$ cat src/rtl/muntjac_icache_bypass.sv
// Uncached instruction-fetch responder with a one-entry 8-byte line buffer.
// Serves one 32-bit fetch word per request from a 64-bit memory read port;
// the two words of a beat share one memory read via the line buffer.

package muntjac_icache_bypass_pkg;

   typedef enum logic [3:0] {
      IF_PREFETCH     = 4'b0000,
      IF_PREDICT      = 4'b0001,
      IF_MISPREDICT   = 4'b0011,
      IF_PROT_CHANGED = 4'b0101,
      IF_SATP_CHANGED = 4'b0111,
      IF_FENCE_I      = 4'b1001
   } if_reason_e;

   typedef enum logic [1:0] {
      PRIV_LVL_U = 2'b00,
      PRIV_LVL_S = 2'b01,
      PRIV_LVL_M = 2'b11
   } priv_lvl_e;

   typedef enum logic [3:0] {
      EXC_CAUSE_INSTR_ADDR_MISALIGN = 4'd0,
      EXC_CAUSE_INSTR_ACCESS_FAULT  = 4'd1,
      EXC_CAUSE_ILLEGAL_INSN        = 4'd2,
      EXC_CAUSE_INSTR_PAGE_FAULT    = 4'd12
   } exc_cause_e;

   typedef struct packed {
      logic        req_valid;
      logic [63:0] req_pc;
      if_reason_e  req_reason;
      priv_lvl_e   req_prv;
      logic        req_sum;
      logic [63:0] req_atp;
   } icache_h2d_t;

   typedef struct packed {
      logic        resp_valid;
      logic [31:0] resp_instr;
      logic        resp_exception;
      exc_cause_e  resp_ex_code;
   } icache_d2h_t;

endpackage

module muntjac_icache_bypass
   import muntjac_icache_bypass_pkg::*;
#(
   parameter int unsigned PhysAddrWidth = 56,
   parameter logic [63:0] ExecBase      = 64'h8000_0000,
   parameter logic [63:0] ExecSize      = 64'h1000_0000
) (
   input  logic                     clk_i,
   input  logic                     rst_i,
   input  icache_h2d_t              icache_h2d_i,
   output icache_d2h_t              icache_d2h_o,
   output logic                     mem_req_valid_o,
   input  logic                     mem_req_ready_i,
   output logic [PhysAddrWidth-1:0] mem_req_addr_o,
   input  logic                     mem_resp_valid_i,
   input  logic [63:0]              mem_resp_data_i,
   input  logic                     mem_resp_error_i
);

   localparam int unsigned TagW = PhysAddrWidth - 3;

   typedef enum logic [2:0] {
      IDLE, FAULT, HIT, MREQ, MWAIT, RESP
   } state_e;

   state_e                   r_state;
   logic                     r_mem_req_valid;
   logic [PhysAddrWidth-1:0] r_mem_req_addr;
   logic                     r_pend_sel;     // pc[2] of the outstanding miss
   logic                     r_buf_valid;
   logic [TagW-1:0]          r_buf_tag;
   logic [63:0]              r_buf_data;
   logic                     r_resp_valid;
   logic [31:0]              r_resp_instr;
   logic                     r_resp_exc;
   exc_cause_e               r_resp_code;

   logic [63:0]     w_pc;
   logic [64:0]     w_word;
   logic [64:0]     w_region_end;
   logic            w_fault_atp;
   logic            w_fault_pa;
   logic            w_fault_exec;
   logic            w_fault;
   logic            w_seq;
   logic [TagW-1:0] w_tag;
   logic            w_hit;
   logic [31:0]     w_beat_word;
   logic            w_unused;

   // Request decode: fault checks, buffer lookup and beat word select
   always_comb begin
      w_pc         = icache_h2d_i.req_pc;
      w_word       = {1'b0, w_pc[63:2], 2'b00};
      // 65-bit end so a region reaching the top of the address space cannot wrap
      w_region_end = {1'b0, ExecBase} + {1'b0, ExecSize};
      w_fault_atp  = |icache_h2d_i.req_atp[63:60];
      w_fault_pa   = |w_pc[63:PhysAddrWidth];
      w_fault_exec = (w_word < {1'b0, ExecBase}) || (w_word >= w_region_end);
      w_fault      = w_fault_atp || w_fault_pa || w_fault_exec;
      // Only sequential fetches may reuse the buffer; anything else may follow
      // a code modification or a context change
      w_seq        = (icache_h2d_i.req_reason == IF_PREFETCH) ||
                     (icache_h2d_i.req_reason == IF_PREDICT);
      w_tag        = w_pc[PhysAddrWidth-1:3];
      w_hit        = r_buf_valid && w_seq && (r_buf_tag == w_tag);
      w_beat_word  = r_pend_sel ? mem_resp_data_i[63:32] : mem_resp_data_i[31:0];
   end

   assign w_unused = ^{w_pc[1:0], icache_h2d_i.req_prv, icache_h2d_i.req_sum,
                       icache_h2d_i.req_atp[59:0]};

   // Fetch FSM with registered memory-request and response outputs
   always_ff @(posedge clk_i or posedge rst_i) begin
      if (rst_i) begin
         r_state         <= IDLE;
         r_mem_req_valid <= 1'b0;
         r_mem_req_addr  <= '0;
         r_pend_sel      <= 1'b0;
         r_buf_valid     <= 1'b0;
         r_buf_tag       <= '0;
         r_buf_data      <= '0;
         r_resp_valid    <= 1'b0;
         r_resp_instr    <= '0;
         r_resp_exc      <= 1'b0;
         r_resp_code     <= EXC_CAUSE_INSTR_ADDR_MISALIGN;
      end else begin
         case (r_state)
            IDLE: begin
               if (icache_h2d_i.req_valid) begin
                  if (!w_seq) r_buf_valid <= 1'b0;
                  if (w_fault) begin
                     r_state      <= FAULT;
                     r_resp_valid <= 1'b1;
                     r_resp_exc   <= 1'b1;
                     r_resp_code  <= EXC_CAUSE_INSTR_ACCESS_FAULT;
                  end else if (w_hit) begin
                     r_state      <= HIT;
                     r_resp_valid <= 1'b1;
                     r_resp_exc   <= 1'b0;
                     r_resp_instr <= w_pc[2] ? r_buf_data[63:32] : r_buf_data[31:0];
                  end else begin
                     r_state         <= MREQ;
                     r_mem_req_valid <= 1'b1;
                     r_mem_req_addr  <= {w_tag, 3'b000};
                     r_pend_sel      <= w_pc[2];
                  end
               end
            end
            MREQ: begin
               if (mem_req_ready_i) begin
                  r_state         <= MWAIT;
                  r_mem_req_valid <= 1'b0;
               end
            end
            MWAIT: begin
               if (mem_resp_valid_i) begin
                  r_state      <= RESP;
                  r_resp_valid <= 1'b1;
                  if (mem_resp_error_i) begin
                     r_resp_exc  <= 1'b1;
                     r_resp_code <= EXC_CAUSE_INSTR_ACCESS_FAULT;
                     r_buf_valid <= 1'b0;
                  end else begin
                     r_resp_exc   <= 1'b0;
                     r_resp_instr <= w_beat_word;
                     r_buf_valid  <= 1'b1;
                     r_buf_tag    <= r_mem_req_addr[PhysAddrWidth-1:3];
                     r_buf_data   <= mem_resp_data_i;
                  end
               end
            end
            FAULT, HIT, RESP: begin
               r_state      <= IDLE;
               r_resp_valid <= 1'b0;
            end
            default: begin
               r_state         <= IDLE;
               r_mem_req_valid <= 1'b0;
               r_resp_valid    <= 1'b0;
            end
         endcase
      end
   end

   // Drive the response struct straight from registers
   always_comb begin
      icache_d2h_o                = '0;
      icache_d2h_o.resp_valid     = r_resp_valid;
      icache_d2h_o.resp_instr     = r_resp_instr;
      icache_d2h_o.resp_exception = r_resp_exc;
      icache_d2h_o.resp_ex_code   = r_resp_code;
   end

   assign mem_req_valid_o = r_mem_req_valid;
   assign mem_req_addr_o  = r_mem_req_addr;

   // The requester must wait for a response before issuing the next fetch
   a_req_only_idle: assert property (@(posedge clk_i) disable iff (rst_i)
      icache_h2d_i.req_valid |-> (r_state == IDLE));

endmodule

$ cat config.mk
export PLATFORM = sky130hd
export DESIGN_NAME = muntjac_icache_bypass
export DESIGN_NICKNAME = d
export VERILOG_FILES = /design/src/rtl/muntjac_icache_bypass.sv
export SDC_FILE = /design/constraint.sdc
export NUM_CORES = 1
export LEC_CHECK = 0
export ABC_AREA = 1
export CORE_AREA = 8 8 158 220
export DETAILED_ROUTE_END_ITERATION = 10
export DIE_AREA = 0 0 166 228
export GPL_TIMING_DRIVEN = 0
export SLEW_MARGIN = 20
export SYNTH_ARGS = -nofsm -noshare
export SYNTH_HDL_FRONTEND = slang
export SYNTH_SLANG_ARGS = --single-unit
export TNS_END_PERCENT = 30
$ cat constraint.sdc
create_clock -name clk_i -period 7.7 [get_ports clk_i]
set_input_delay 0.77 -clock clk_i [delete_from_list [all_inputs] [get_ports clk_i]]
set_output_delay 0.77 -clock clk_i [all_outputs]
set_load 0.05 [all_outputs]
**Yosys cells after proc, flatten, opt, wreduce, memory -nomap -nowiden**

Cells that the tools add are included.

- Register bits after elaboration: 214
- Input bits: 205

- Magnitude comparators: 2
- Equality and inequality tests: 18
- Multiplexer cells: 40
- Bitwise gates (word level): 5
- Reductions and logical operators: 21

Operators by type and width:

| operator | number |
|---|---|
| $mux W32 | 7 |
| $ge A64 B32 Y1 const B | 1 |
| $lt A64 B32 Y1 const B | 1 |
| $pmux W32 S2 | 1 |
| $eq A53 B53 Y1 | 1 |
| $ne A2 B2 Y1 const B | 10 |
| $mux W1 | 18 |
| $mux W4 | 4 |
| $reduce_and A4 Y1 | 4 |
| $reduce_and A5 Y1 | 2 |
| $mux W3 | 3 |
| $pmux W3 S3 | 1 |
| $pmux W4 S2 | 1 |
| $reduce_or A4 Y1 | 2 |
| $reduce_or A8 Y1 | 1 |
| $eq A3 B2 Y1 const B | 2 |
| $eq A3 B3 Y1 const B | 2 |
| $pmux W1 S3 | 2 |
| $reduce_and A3 Y1 | 2 |
| $reduce_and A6 Y1 | 1 |
| $not A1 Y1 | 5 |
| $eq A4 B1 Y1 const B | 1 |
| $logic_not A4 Y1 | 1 |
| $logic_or A1 B1 Y1 | 4 |
| other kinds (7) | 9 |

**Longest topological paths before layout**

- Depth in word-level cells: 8
- Depth in mapped cells: 14
- Depth with buffers taken out: 13

**Least setup slack after synthesis**

Ideal clock, no wire load.

- Kind: input-to-reg
- Start point: input port icache_h2d_i[135] (netlist bit)
- End point: register r_resp_instr[0]
- Library setup time: 119 ps
- Arrival: 1,946 ps
- Required time: 7,581 ps
- Slack: 5,636 ps
- Stages on the path: 10
- Path through: clkbuf_1 > or2_4 > o21ai_4 > nor2_4 > nand2_4 > nor2_8 > nand2_8 > buf_12 > nand2_2 > nand2_1

- Cells in the longest elaborated chain, start to end: 2

RTL lines:

| element | line | RTL |
|---|---|---|
| from (decl) | 56 | `input icache_h2d_t icache_h2d_i,` |
| $ne A2 B2 Y1 (no line) | - |  |
| $reduce_and A6 Y1 (no line) | - |  |
| to (signal assigned) | 147 | `r_resp_instr <= w_pc[2] ? r_buf_data[63:32] : r_buf_data[31:0];` |
| to (signal assigned) | 172 | `r_resp_instr <= w_beat_word;` |
| to (decl) | 80 | `logic [31:0] r_resp_instr;` |

Every way passes these cells.
A chain may end at the register's enable or synchronous reset.

**Worst setup path after layout**

- Start point: input port icache_h2d_i[102] (netlist bit)
- End point: register r_mem_req_addr[54] (netlist: mem_req_addr_o[54])

- Cells in the longest elaborated chain, start to end: 5

RTL lines:

| element | line | RTL |
|---|---|---|
| $lt A64 B32 Y1 or $ge A64 B32 Y1 (tied branches) | 105 | `w_fault_exec = (w_word < {1'b0, ExecBase}) \|\| (w_word >= w_region_end);` |
| $logic_or A1 B1 Y1 | 105 |  |
| $logic_or A1 B1 Y1 | 106 | `w_fault = w_fault_atp \|\| w_fault_pa \|\| w_fault_exec;` |
| $not A1 Y1 (no line) | - |  |
| $reduce_and A4 Y1 (no line) * | - |  |
| to (signal assigned) | 151 | `r_mem_req_addr <= {w_tag, 3'b000};` |
| to (decl) | 74 | `logic [PhysAddrWidth-1:0] r_mem_req_addr;` |

Mark *: on every way between the ends. The rest lies on a longest branch, timed or not.

==> flow_summary_export.csv <==
group,metric,value,unit
synth,synth_compound_area_frac,0.104,
sta,max_freq,345,MHz
synth,synthSimpleGateAreaFrac,0.290,
sta,slew_violations,0,
placement,placed_area,13700,um2
detailed_routing,antenna_left,0,
setup_path,cp.arrival,3.32,ns
synth,ys_seq_area_frac,0.486,
finish,syn_to_final_growth,33.2,%
synth,synth_commonest_cells,"nand2_1 (429), dfrtp_1 (211), inv_1 (201)",
finish,nFillCells,3167,
placement,dp_cells,2077,
setup_path,path_depth,9,
job,maxCapViolCount,0,
synth,yosysTopAreaCellShare,0.486,
synth,syn_area_per_cell,7.49,um2
grt,track_usage,0.196,
sta,slew_headroom,0.533,
synth,netlist_area,10900,um2
detailed_routing,drt_iter0_drc,531,
setup_path,endpoint,"mem_req_addr_o[54]",
setup_path,endpoint_kind,"register",
outcome,outcome,"completed",
floorplan,die_area,37800,um2
synth,synth.mux.area_fraction,0.0104,
setup_path,crit_start,"icache_h2d_i[102]",
power_and_ir_drop,peakVddDrop,0.126,mV
finish,fin_cells,2121,
floorplan,start_util,0.347,
setup_path,worst-setup-path-type,"in2reg",
floorplan,die_w,166,um
floorplan,die_h,228,um
cts,clock_sinks,211,
worst_hold_path,worst_hold_path_type,"reg2reg",
synth,syn_inst,1450,
finish,fin_area,14500,um2
power_and_ir_drop,pwr_density_cell,244,nW/um2
setup_path,crit_buf_inv,3,
sta,finalCriticalPeriod,2.90,ns
synth,synth.area.top_cells,"dfrtp_1 (49%), nand2_1 (15%), inv_1 (6.9%)",
sta,rsz0062_at_grt,"false",
sta,hold_viol,0,
synth,yosysMostFrequentCell,"nand2_1",
synth,synth-main-ff-cell,"dfrtp_1",
synth,async_flop_share,1.00,
setup_path,crit-reg2reg-launch,"r_state[1]",
cts,cts_resized,0,
grt,overflow,0,
floorplan,io_pins,300,
setup_path,critPathMaxStageDelay,0.55,ns
finish,drive_above_1_share,0.0806,
synth,ys_ff_latch,211,
setup_path,reg2reg_depth,9,
floorplan,num_rows,77,
synth,yosys.area.top_type,"dfrtp_1",
sta,setup_violations,0,
detailed_routing,viasPerCell,4.77,
setup_path,worst_ep_required_time,8.12,ns
placement,dp_hpwl,28900,um
synth,synth_top_family_by_area,"simple AND/OR/NAND/NOR gates",
cts,cts_tree,"done",
setup_path,cp_max_fo,10,
placement,port-buffer-count,225,
synth,synth_fa_ha_area_frac,0,
sta,fin_crit_sh,0.376,
cts,cts.htree.levels,1,
sta,hold_slack,0.476,ns
cts,clock_path_buffers,3,
cts,postCtsSetupRepairBufs,0,
placement,place_ws,4.16,ns
setup_path,slowest_stage,"clkdlybuf4s50_1",
placement,gp_congestion,0.962,
finish,nNetsFinal,1913,
synth,synthXorXnorAreaFrac,0.000806,
detailed_routing,num_vias,10100,
cts,clock_latency,0.53,ns
setup_path,ff2ff_setup_slack,5.35,ns
floorplan,core,31300,um2
grt,antenna_found_initial,2,
power_and_ir_drop,p_leak,0.00767,uW
cts,ctsHoldBuffers,0,
cts,cts_buffers,24,
synth,yosys_warnings,0,
sta,tightest_slew,0.701,ns
setup_path,r2r-end,"mem_req_addr_o[54]",
detailed_routing,drt_wl_total,37500,um
cts,cts-root-buf,"clkbuf_16",
detailed_routing,drc,0,
setup_path,setup.worst_path.start_class,"primary input",
sta,setup_ws,4.80,ns
setup_path,critPathTopFamily,"simple AND/OR/NAND/NOR gates",
grt,grt_max_degree,96,
setup_path,cp_cell_sequence,"clkdlybuf4s50_1 -> nand4_1 -> nor2_1 -> nand3_1 -> nor3_4 -> nand3_2 -> buf_2 -> nand2_1 -> inv_1",
synth,synth_edf_count,0,
finish,final_util,0.462,
grt,grt_pass1_wl,59200,um
detailed_routing,dr.pass1.iters,4,
sta,fin_skew,0.0162,ns
cts,path_clk_slew,0.06,ns
grt,grt_pass1_vias,10700,
synth,synth.distinct_cells,35,
detailed_routing,wl_per_cell,17.7,um
-- kinds of logic after synthesis --
| family | Yosys count |
|---|---|
| buffers and inverters | 279 |
| AOI/OAI and AO/OA | 205 |
| xor gates and xnor gates | 1 |
| muxes | 10 |
| other | 1 |
| DFF | 211 |
| and+or+nand+nor | 743 |
-- per-layer routing --
metal,vias up,track usage,routed length [um]
met5,-,0,0
met1,4689,0.210,14600
met3,87,0.0356,1840
li1,5033,-,-
met2,308,0.363,19500
met4,0,0.0957,1550
-- cell usage in the layout, fill, tap and decap left out, types with 3 or more instances in the layout --
cell             synthesis  layout
clkbuf_8                 0       4
clkdlybuf4s50_1          0     225
o21ai_0                 78      78
nand4_1                 39      39
clkbuf_16                0      25
mux2_1                  10      10
nand2_4                  3       3
clkbuf_1                25      27
nand2_1                429     429
conb_1                   1       6
buf_2                   29      29
buf_1                    3       3
buf_4                   11      11
o211ai_1                24      24
nor2_4                   3       3
inv_1                  201     200
nor2_1                 185     185
buf_12                   3       3
a21oi_1                 86      86
nand2_2                 32      32
a211oi_1                 8       8
clkinv_2                 0       8
nand3_1                 42      42
a31oi_1                  8       8
dfrtp_1                211     211
inv_2                    4       4
-- worst min path at each step --
stage	to	slack (ns)	cells past startpoint	from
6_report	r_resp_instr[3]	0.48	2	r_resp_instr[3]
5_1_grt	r_buf_data[18]	0.50	2	r_buf_data[18]
4_1_cts	r_resp_valid	0.48	2	r_resp_valid
3_5_place_dp	r_resp_valid	0.47	2	r_resp_valid
3_3_place_gp	r_resp_valid	0.46	2	r_resp_valid
2_1_floorplan	r_resp_valid	0.44	2	r_resp_valid
-- power by group --
| group | switching (uW) | total (uW) | internal [uW] | leakage, uW |
|---|---|---|---|---|
| logic | 690 | 1080 | 387 | 0.00475 |
| registers | 76.3 | 1310 | 1230 | 0.00254 |
| clock network | 478 | 1140 | 663 | 0.000391 |
-- through the flow --
step | power, uW | TNS [ns]
final | 3520 | 0
after CTS | 3570 | 0
after floorplan | 2030 | 0
after detailed placement | 2410 | 0
after global routing | 3690 | 0
after global placement | 2390 | -419.35
-- cell type report --
| cell class | count | area [um2] | share of cell area |
|---|---|---|---|
| tap | 395 | 494 | 0.0341 |
| clock buffer | 31 | 688 | 0.0475 |
| sequential | 211 | 5280 | 0.365 |
| timing repair buffer | 227 | 2310 | 0.159 |
| antenna | 2 | 5.00 | 0.000346 |
| multi-input combinational | 965 | 4420 | 0.305 |
| buffer | 72 | 404 | 0.0279 |
| clock inverter | 11 | 88.8 | 0.00614 |
| inverter | 207 | 787 | 0.0544 |
-- flip-flops by register name (all words and copies together), names as in the netlist --
register and count:
mem_req_valid_o 1, r_buf_data 64, r_state 3, r_resp_instr 32, r_resp_exc 1, r_pend_sel 1, r_buf_valid 1, r_buf_tag 53
r_resp_valid 1, r_resp_code 1, mem_req_addr_o 53
-- worst register-to-register path, delay by kind of cell (launching register included) --
kind                   cells  cell delay, ns
and+or+nand+nor            5            1.30
buffers and inverters      4            0.56
DFF                        1            0.39
No activity file was read; power rests on OpenSTA's default activity.
